$ cat src/rtl/rx_lane_mux.sv
// Registered N-lane selector/serializer: captures one multi-lane word and emits
// either a single addressed lane (direct) or lanes 0..sel in order (sweep).
module rx_lane_mux #(
  parameter int LANES = 8,
  parameter int DW    = 8,
  parameter int SW    = 3
) (
  input  logic                rxclk,
  input  logic                reset,
  input  logic                en,
  input  logic                mode,
  input  logic                in_valid,
  output logic                in_ready,
  input  logic [LANES*DW-1:0] in_data,
  input  logic [SW-1:0]       in_sel,
  output logic                out_valid,
  input  logic                out_ready,
  output logic [DW-1:0]       out_data,
  output logic [SW-1:0]       out_lane,
  output logic                out_last
);

  localparam logic [SW:0]   LANES_W   = (SW+1)'(LANES);
  localparam logic [SW-1:0] LAST_LANE = SW'(LANES - 1);

  logic [LANES*DW-1:0] data_r;
  logic [SW-1:0]       sel_r;
  logic [SW-1:0]       cnt_r;
  logic                mode_r;
  logic                full_r;

  logic [SW-1:0] sel_clamp_s;
  logic [DW-1:0] lane_s;
  logic [DW-1:0] lanes_s [2**SW];
  logic          last_s;
  logic          accept_s;
  logic          beat_s;

  // Lane view padded to a power of two so cnt_r always indexes a defined entry.
  for (genvar k = 0; k < 2**SW; k++) begin : g_lanes
    if (k < LANES) begin : g_real
      assign lanes_s[k] = data_r[k*DW +: DW];
    end else begin : g_pad
      assign lanes_s[k] = '0;
    end
  end

  // Clamp out-of-range select values to the highest lane at capture.
  always_comb begin
    sel_clamp_s = in_sel;
    if ({1'b0, in_sel} >= LANES_W) begin
      sel_clamp_s = LAST_LANE;
    end else begin
      sel_clamp_s = in_sel;
    end
  end

  assign lane_s    = lanes_s[cnt_r];
  assign last_s    = (mode_r == 1'b0) || (cnt_r == sel_r);
  assign out_valid = full_r && en;
  assign out_data  = out_valid ? lane_s : {DW{1'b0}};
  assign out_lane  = cnt_r;
  assign out_last  = out_valid && last_s;
  assign beat_s    = out_valid && out_ready;
  // Ready on the last-beat cycle lets the next word load without a bubble.
  assign in_ready  = en && !reset && (!full_r || (beat_s && last_s));
  assign accept_s  = in_valid && in_ready;

  // Holding register, lane counter and occupancy flag.
  always_ff @(posedge rxclk or posedge reset) begin
    if (reset) begin
      data_r <= '0;
      sel_r  <= '0;
      cnt_r  <= '0;
      mode_r <= 1'b0;
      full_r <= 1'b0;
    end else if (accept_s) begin
      data_r <= in_data;
      sel_r  <= sel_clamp_s;
      mode_r <= mode;
      cnt_r  <= mode ? {SW{1'b0}} : sel_clamp_s;
      full_r <= 1'b1;
    end else if (beat_s) begin
      if (last_s) begin
        full_r <= 1'b0;
      end else begin
        cnt_r <= cnt_r + 1'b1;
      end
    end
  end

endmodule

$ cat config.mk
export PLATFORM = sky130hd
export DESIGN_NAME = rx_lane_mux
export DESIGN_NICKNAME = d
export VERILOG_FILES = /design/src/rtl/rx_lane_mux.sv
export SDC_FILE = /design/constraint.sdc
export NUM_CORES = 1
export LEC_CHECK = 0
export BUFFER_PORTS_ARGS = -buffer_cell sky130_fd_sc_hd__buf_2
export CAP_MARGIN = 20
export CORE_ASPECT_RATIO = 1.5
export CORE_UTILIZATION = 53
export CTS_CLUSTER_DIAMETER = 30
export CTS_CLUSTER_SIZE = 12
export DETAILED_ROUTE_END_ITERATION = 8
export PLACE_DENSITY = 0.8
export SLEW_MARGIN = 20
export SYNTH_ARGS = -nofsm -noshare
export SYNTH_HDL_FRONTEND = slang
export SYNTH_SLANG_ARGS = --single-unit
export TNS_END_PERCENT = 20
$ cat constraint.sdc
create_clock -name rxclk -period 3.2 [get_ports rxclk]
set_clock_uncertainty 0.1 [all_clocks]
set_input_delay 0.64 -clock rxclk [delete_from_list [all_inputs] [get_ports rxclk]]
set_output_delay 0.64 -clock rxclk [all_outputs]
set_load 0.02 [all_outputs]
==> results of run 1 <==
==> cell families (layout without fill, tap and decap cells) <==
family | after synthesis | in the layout | synth area share [%]
adders and majority gates | 1 | 1 | 0.364
and+or+nand+nor | 25 | 25 | 3.71
buffers and inverters | 18 | 114 | 3.60
AOI/OAI and AO/OA | 9 | 9 | 2.47
muxes | 95 | 95 | 36.0
xor gates and xnor gates | 3 | 3 | 1.53
DFF | 72 | 72 | 52.4
==> state kept, by name, indices dropped and copies added (netlist names) <==
name	cells
data_r	64
sel_r	3
full_r	1
mode_r	1
out_lane	3
==> how the worst max path moves through the flow <==
stage                 from  slack [ns]          end  depth (start not counted)
2_1_floorplan        reset        0.29    data_r[0]                          5
3_3_place_gp   out_lane[2]        0.57  out_lane[0]                          5
3_5_place_dp   out_lane[2]        0.53   data_r[30]                          5
4_1_cts        out_lane[2]        0.27     in_ready                          4
5_1_grt        out_lane[2]        0.13     in_ready                          4
6_report       out_lane[2]        0.30     in_ready                          4
==> cells in the final DEF, fill, tap and decap left out, types with 2 or more instances in the layout <==
cell type	count
a311o_1	2
dfrtp_1	72
bufinv_16	2
nand2_1	5
mux2_1	43
nand3_1	2
buf_4	6
clkbuf_1	2
a311oi_1	2
buf_2	86
clkbuf_8	9
clkinvlp_4	2
nand2b_1	2
nor2_1	9
mux2i_1	10
mux4_2	16
inv_1	5
mux2_2	26
nand4_1	2
==> report_power, final <==
| part | total (uW) | switching (uW) | internal, uW | leakage (uW) |
|---|---|---|---|---|
| Sequential | 1700 | 327 | 1370 | 0.000847 |
| Clock | 767 | 328 | 440 | 0.000104 |
| Combinational | 1540 | 667 | 872 | 0.000905 |
| Total | 4010 | 1320 | 2680 | 0.00186 |
==> metal layers <==
metal | routed length [um] | global-route usage, %
met1 | 2800 | 30.0
met2 | 3470 | 34.7
met3 | 444 | 5.77
met4 | 83 | 8.17
met5 | 0 | 0
==> final cells by class <==
cell class | count | area (um^2) | area share (%)
sequential | 72 | 1800 | 43.7
timing repair buffer | 92 | 475 | 11.5
multi-input combinational | 133 | 1520 | 36.7
clock buffer | 11 | 131 | 3.19
tap | 74 | 92.6 | 2.25
clock inverter | 5 | 81.3 | 1.97
inverter | 6 | 26.3 | 0.637
==> worst reg2reg max path, stage by stage (launching register included) <==
cell	delay [ns]
dfrtp_1	0.61
xnor2_1	0.54
nand4_2	0.21
a31oi_4	0.21
buf_4	0.46
mux2_2	0.41
==> metrics by stage <==
step	hold slack, ns	util, %	total power (uW)	setup WS (ns)
final	0.389	66.3	4010	0.300
after global placement	0.366	62.9	3210	0.574
after detailed placement	0.373	62.9	3280	0.531
after global routing	0.395	66.3	4270	0.131
after floorplan	0.352	-	2840	0.290
after CTS	0.389	66.3	4050	0.272
==> results.txt, run 1 <==
P&R area growth vs syn - 19.9%
CTS resizes - 0
area share of the largest cell type after synthesis - 52.4%
clk sinks - 72
shortest period the worst path allows - 2.90 ns
Die H - 101 um
max cap viols - 0
crit start category - register
drt drc - 0
CP Max Fanout - 12
hold_sp - data_r[34]
post-synthesis async set-or-reset flop share - 100%
first-pass GRT wire length - 10800 um
CTS tree - done
RSZ-0062 raised after global routing - no
gr usage total - 22.3%
vias in the first global route - 2170
fmax - 0.345 GHz
Bufs on Longest Clock Path - 2
CP Capture Type - primary output
Worst Path Buf+Inv - 1
CP delay by family, top - flip-flops
syn_area_per_cell - 15.4 um^2
Synth area leaders - dfrtp_1 (52%), mux2_1 (14%), mux4_2 (10%)
die footprint - 0.00682 mm^2
leak pwr - 0.00186 uW
most frequent cell after synthesis - dfrtp_1
via count - 2223
fin crit share - 90.6%
Mapped Nets - 297
drt pass-1 iters - 4
Crit path largest cell delay - 0.61 ns
largest net degree at the start of global routing - 73
EDFF count, synth - 0
Routability Congestion - 0.771
Synth Warn # - 0
Routed WL - 6800 um
final non-filler cell total - 393
Synth top cells by count - dfrtp_1 (72), mux2_1 (43), mux2_2 (26)
diode count - 0
CP max-delay cell - dfrtp_1
Worst Hold End - data_r[34]
cts bufs inserted - 9
WS Path Type - reg2out
WHS Path Cells - 1
Clock Latency Late Sink - 0.33 ns
Initial Utilization - 55.3%
hold_buf cts - 0
H-Tree Depth - 3
final-report hold violation count - 0
fin area - 0.00412 mm^2
Post-Syn Area - 0.00344 mm^2
HPWL after DPL - 5050 um
register bit total from synthesis - 72
Die X-Extent - 67.8 um
status - complete, no violations
sequential area share after synthesis - 52.4%
root buffer cell - clkbuf_8
FILL cells - 470
Setup Viol. Count Final - 0
worst reg2reg setup slack - 0.55 ns
initial drt markers - 68
final total negative setup slack - 0 ns
Register-to-Register Path Depth - 5
Core Area - 0.00622 mm^2
Top FF cell, synth - dfrtp_1
Peak VDD IR - 526 uV
CP arrival - 2.16 ns
worst min path class - reg2reg
initial antenna violation count - 0
GRT Residual Overflow - 0
ANT nets after route - 0
clock-pin transition on the worst setup and hold timing paths - 0.07 ns
relative slew slack - 39.8%
worst reg2reg endpoint - data_r[42]
dpl cell area - 0.00391 mm^2
PwrDens - 971 mW/mm^2
Post-Syn Instances - 223
post-layout net count - 388
Max Slew Vio Count - 0
r2r startpoint - out_lane[2]
worst-margin pin slew - 0.903 ns
# rows - 35
Port Buffer Count - 86
WL/cell - 17.3 um
setup bufs post-CTS - 0
layout cells sized above 1 - 48.0%
WP data required - 2.46 ns
post-synth top area cell - dfrtp_1
Distinct cells, synth - 31
Vias/cell - 5.66
top-level I/O count - 87
crit-path cells - xnor2_1, nand4_2, a311oi_1, buf_2
Cell Count Post-Placement - 377
No activity file was read; power rests on OpenSTA's default activity.
==> run 2, diff against run 1 <==
--- a/config.mk
+++ b/config.mk
@@ -12,7 +12,7 @@
 export CTS_CLUSTER_DIAMETER = 30
 export CTS_CLUSTER_SIZE = 12
 export DETAILED_ROUTE_END_ITERATION = 8
-export PLACE_DENSITY = 0.8
+export PLACE_DENSITY = 0.82
 export SLEW_MARGIN = 20
 export SYNTH_ARGS = -nofsm -noshare
 export SYNTH_HDL_FRONTEND = slang
==> run 2 against run 1 <==
- sequential power hardly changed
- non-clock buffer count is 1 higher
- via count is 2.3% lower
- critical path depth is 1 higher
- total power is 1.4% lower
- hold slack worse by 0.0051 ns
- critical path type unchanged
- critical endpoint is now out_data[1]
- highest routed layer unchanged
==> results.txt, run 2 (same netlist as run 1, synthesis figures left out) <==
WS Path Type - reg2out
sequential power share - 43.0%
CP Capture Type - primary output
shortest period the worst path allows - 2.83 ns
PwrDens - 959 mW/mm^2
worst reg2reg endpoint - data_r[58]
Core Area - 0.00622 mm^2
Net Sw Frac - 33.7%
Routability Congestion - 0.747
final total negative setup slack - 0 ns
Register-to-Register Path Depth - 6
sw power - 1330 uW
FILL cells - 481
largest reg by FF count - data_r
relative slew slack - 40.3%
ANT nets after route - 0
via count - 2171
max cap viols - 0
RSZ-0062 raised after global routing - no
worst hold margin - 0.383 ns
Die X-Extent - 67.8 um
Max Slew Vio Count - 0
Clock Latency Late Sink - 0.34 ns
combinational share of power - 39.8%
number of cells on the critical path - 5
Bufs on Longest Clock Path - 2
drt drc - 0
Die H - 101 um
worst-margin pin slew - 0.895 ns
Routed WL - 6870 um
CTS tree - done
clk sinks - 72
root buffer cell - clkbuf_8
gr usage total - 22.7%
clock power share - 17.2%
largest net degree at the start of global routing - 73
Vias/cell - 5.51
Worst Path Buf+Inv - 2
Worst Hold End - data_r[59]
Int Power - 2620 uW
WP data required - 2.46 ns
crit-path cells - buf_4, mux4_2, mux2i_1, nor2_1, buf_2
drt pass-1 iters - 4
top-level I/O count - 87
diode count - 0
H-Tree Depth - 3
WL/cell - 17.4 um
Initial Utilization - 55.3%
most frequent cells in the layout - buf_2 (86), dfrtp_1 (72), mux2_1 (43)
vias in the first global route - 2229
setup bufs post-CTS - 0
CP arrival - 2.09 ns
# rows - 35
Critical path origin - out_lane[1]
crit start category - register
CTS resizes - 0
cts bufs inserted - 9
Setup Viol. Count Final - 0
CP delay by family, top - flip-flops
Post-Route Utilization - 66.2%
hold_buf cts - 0
initial drt markers - 98
leak pwr - 0.00185 uW
worst reg2reg setup slack - 0.77 ns
post-layout net count - 389
die footprint - 0.00682 mm^2
fin crit share - 88.4%
status - complete, no violations
r2r startpoint - out_lane[0]
WHS Path Cells - 1
CP max-delay cell - dfrtp_1
fmax - 0.353 GHz
Port Buffer Count - 86
hold_sp - data_r[59]
CP Max Fanout - 12
final-report hold violation count - 0
HPWL after DPL - 4990 um
layout cells sized above 1 - 48.4%
P&R area growth vs syn - 19.7%
clock-pin transition on the worst setup and hold timing paths - 0.07 ns
GRT Residual Overflow - 0
Crit path largest cell delay - 0.76 ns
Largest register FFs - 64
commonest non-fill, non-tap cell in the layout - buf_2
Peak VDD IR - 523 uV
initial antenna violation count - 0
first-pass GRT wire length - 10900 um
worst min path class - reg2reg
## run 2: worst max-delay path by stage
stage,to,slack [ns]
2_1_floorplan,data_r[0],0.29
3_3_place_gp,out_data[1],0.78
3_5_place_dp,out_data[0],0.73
4_1_cts,out_data[1],0.34
5_1_grt,out_data[0],0.26
6_report,out_data[1],0.37
## run 2: per-layer routing
layer	vias to the layer above	GRT usage, %	wire length [um]
met4	0	11.9	149
li1	1014	-	-
met3	11	4.64	331
met1	1076	29.3	2930
met5	-	0	0
met2	70	35.6	3460
## run 2: layout make-up
cell class | count | area, um^2 | share of cell area [%]
sequential | 72 | 1800 | 43.7
timing repair buffer | 93 | 495 | 12.0
clock buffer | 10 | 128 | 3.10
tap | 74 | 92.6 | 2.25
inverter | 6 | 26.3 | 0.638
clock inverter | 6 | 60.1 | 1.46
multi-input combinational | 133 | 1520 | 36.8
## run 2: metrics by stage
step | cells | setup slack [ns] | area [um^2] | total power [uW]
after CTS | 394 | 0.339 | 4120 | 3990
after detailed placement | 378 | 0.735 | 3930 | 3300
after global routing | 394 | 0.257 | 4120 | 4200
final | 394 | 0.371 | 4120 | 3950
after global placement | 378 | 0.776 | 3930 | 3220
after floorplan | 223 | 0.290 | 3440 | 2840
## run 2: power by group through the flow
| stage | sequential (uW) | combinational (uW) | clock (uW) |
|---|---|---|---|
| finish | 1700 | 1570 | 678 |
| global route | 1760 | 1710 | 734 |
| CTS | 1700 | 1590 | 697 |
| detailed placement | 1720 | 1590 | 0 |
| global placement | 1690 | 1530 | 0 |
| floorplan | 1580 | 1260 | 0 |
==> run 3, diff against run 2 <==
--- a/config.mk
+++ b/config.mk
@@ -5,6 +5,7 @@
 export SDC_FILE = /design/constraint.sdc
 export NUM_CORES = 1
 export LEC_CHECK = 0
+export ABC_AREA = 1
 export BUFFER_PORTS_ARGS = -buffer_cell sky130_fd_sc_hd__buf_2
 export CAP_MARGIN = 20
 export CORE_ASPECT_RATIO = 1.5
@@ -12,7 +13,8 @@
 export CTS_CLUSTER_DIAMETER = 30
 export CTS_CLUSTER_SIZE = 12
 export DETAILED_ROUTE_END_ITERATION = 8
-export PLACE_DENSITY = 0.82
+export PLACE_DENSITY = 0.81
+export SKIP_CTS_REPAIR_TIMING = 1
 export SLEW_MARGIN = 20
 export SYNTH_ARGS = -nofsm -noshare
 export SYNTH_HDL_FRONTEND = slang
==> run 3 against run 2 <==
- register-to-register slack got worse by 0.04 ns
- non-clock buffer count fell by 1
- synthesized cell count rose by 100%
- critical path depth rose by 1
- wire length rose by 26%
- hold slack got worse by 0.10 ns
- highest routed layer unchanged
==> results.txt, run 3 <==
post-layout net count - 593
register bit total from synthesis - 72
drt pass-1 iters - 4
Vias/cell - 5.32
drt drc - 0
clock-pin transition on the worst setup and hold timing paths - 0.08 ns
layout cells sized above 1 - 21.9%
Critical path origin - out_lane[0]
largest net degree at the start of global routing - 55
Distinct cells, synth - 24
Mapped Nets - 521
Post-Syn Instances - 447
clk sinks - 72
Max Slew Vio Count - 0
WL/cell - 14.4 um
gr usage total - 27.3%
FILL cells - 598
post-synthesis async set-or-reset flop share - 100%
CP arrival - 2.08 ns
initial drt markers - 197
Core Area - 0.00649 mm^2
post-synth top area cell - dfrtp_1
r2r startpoint - out_lane[1]
H-Tree Depth - 3
worst reg2reg endpoint - data_r[14]
HPWL after DPL - 5950 um
Initial Utilization - 54.5%
# rows - 36
most frequent cell after synthesis - nand2_1
max cap viols - 0
Bufs on Longest Clock Path - 2
cts bufs inserted - 9
syn_area_per_cell - 7.90 um^2
relative slew slack - 54.5%
Post-Route Utilization - 64.9%
Synth Warn # - 0
CP Capture Type - primary output
most frequent cells in the layout - nand2_1 (130), buf_2 (86), dfrtp_1 (72)
initial antenna violation count - 0
Port Buffer Count - 86
WP data required - 2.46 ns
Routability Congestion - 0.871
shortest period the worst path allows - 2.82 ns
Clock Latency Late Sink - 0.37 ns
root buffer cell - clkbuf_8
CP Max Fanout - 49
worst min path class - in2async
CTS tree - done
sequential area share after synthesis - 51.0%
Die X-Extent - 68.7 um
top-level I/O count - 87
first-pass GRT wire length - 13900 um
leak pwr - 0.00227 uW
commonest non-fill, non-tap cell in the layout - nand2_1
Cell Count Post-Placement - 584
Register-to-Register Path Depth - 10
EDFF count, synth - 0
Overall Power - 4040 uW
die footprint - 0.00700 mm^2
PwrDens - 961 mW/mm^2
vias in the first global route - 3119
via count - 3189
RSZ-0062 raised after global routing - no
WS Path Type - reg2out
fmax - 0.355 GHz
final-report hold violation count - 0
worst setup path end - out_data[4]
Largest register FFs - 64
area share of the largest cell type after synthesis - 51.0%
Placement Setup Slack - 0.783 ns
Routed WL - 8620 um
fin crit share - 88.0%
Post-Syn Area - 0.00353 mm^2
final total negative setup slack - 0 ns
worst-margin pin slew - 0.682 ns
Top FF cell, synth - dfrtp_1
status - complete, no violations
worst reg2reg setup slack - 0.73 ns
crit start category - register
GRT Residual Overflow - 0
Setup WS post-layout - 0.384 ns
diode count - 0
ANT nets after route - 0
largest reg by FF count - data_r
Setup Viol. Count Final - 0
Peak VDD IR - 463 uV
Synth area leaders - dfrtp_1 (51%), nand2_1 (14%), nand3_1 (7.8%)
P&R area growth vs syn - 19.1%
Die H - 102 um
final non-filler cell total - 600
Synth top cells by count - nand2_1 (130), dfrtp_1 (72), nand3_1 (55)
[run 3: cells by family after synthesis]
logic type | Yosys count | synth area share, %
XOR/XNOR | 3 | 0.744
buffers and inverters | 58 | 7.86
AND/OR/NAND/NOR | 230 | 27.0
flip-flops | 72 | 51.0
AO/OA/AOI/OAI | 83 | 13.1
adder cells (fa/ha/maj) | 1 | 0.354
[run 3: through the flow]
step	area, um^2	hold slack (ns)
finish	4210	0.282
global route	4210	0.342
CTS	4210	0.311
detailed placement	3950	0.360
global placement	3950	0.357
floorplan	3530	0.344
[run 3: layer usage]
metal  vias to the layer above  GRT usage, %  wire length [um]
li1                       1605             -                 -
met5                         -             0                 0
met4                         0          17.1               333
met2                        96          44.4              4420
met1                      1464          31.7              3490
met3                        24          6.36               374
[run 3: critical path, cell delays in order, from the launching register on]
cell	delay [ns]
dfrtp_1	0.35
buf_4	0.41
o21ai_0	0.22
o22ai_1	0.19
o21ai_0	0.12
a31oi_1	0.21
buf_2	0.20
[run 3: worst min path at each step]
stage / slack [ns] / depth (start not counted) / to / start
6_report: 0.28 / 2 / data_r[62] / reset
5_1_grt: 0.34 / 2 / data_r[62] / reset
4_1_cts: 0.31 / 2 / data_r[62] / reset
3_5_place_dp: 0.36 / 2 / data_r[7] / data_r[7]
3_3_place_gp: 0.36 / 2 / data_r[2] / data_r[2]
2_1_floorplan: 0.34 / 2 / data_r[29] / data_r[29]
[run 3: layout make-up]
type	count	area, um^2	share of cell area [%]
sequential	72	1800	42.8
multi-input combinational	317	1450	34.6
timing repair buffer	92	500	11.9
clock buffer	11	151	3.60
clock inverter	5	103	2.44
inverter	27	101	2.41
tap	76	95.1	2.26
[run 3: where the power goes]
group | internal [uW] | switching (uW)
logic | 548 | 963
clock network | 559 | 349
registers | 1360 | 264
total | 2470 | 1580
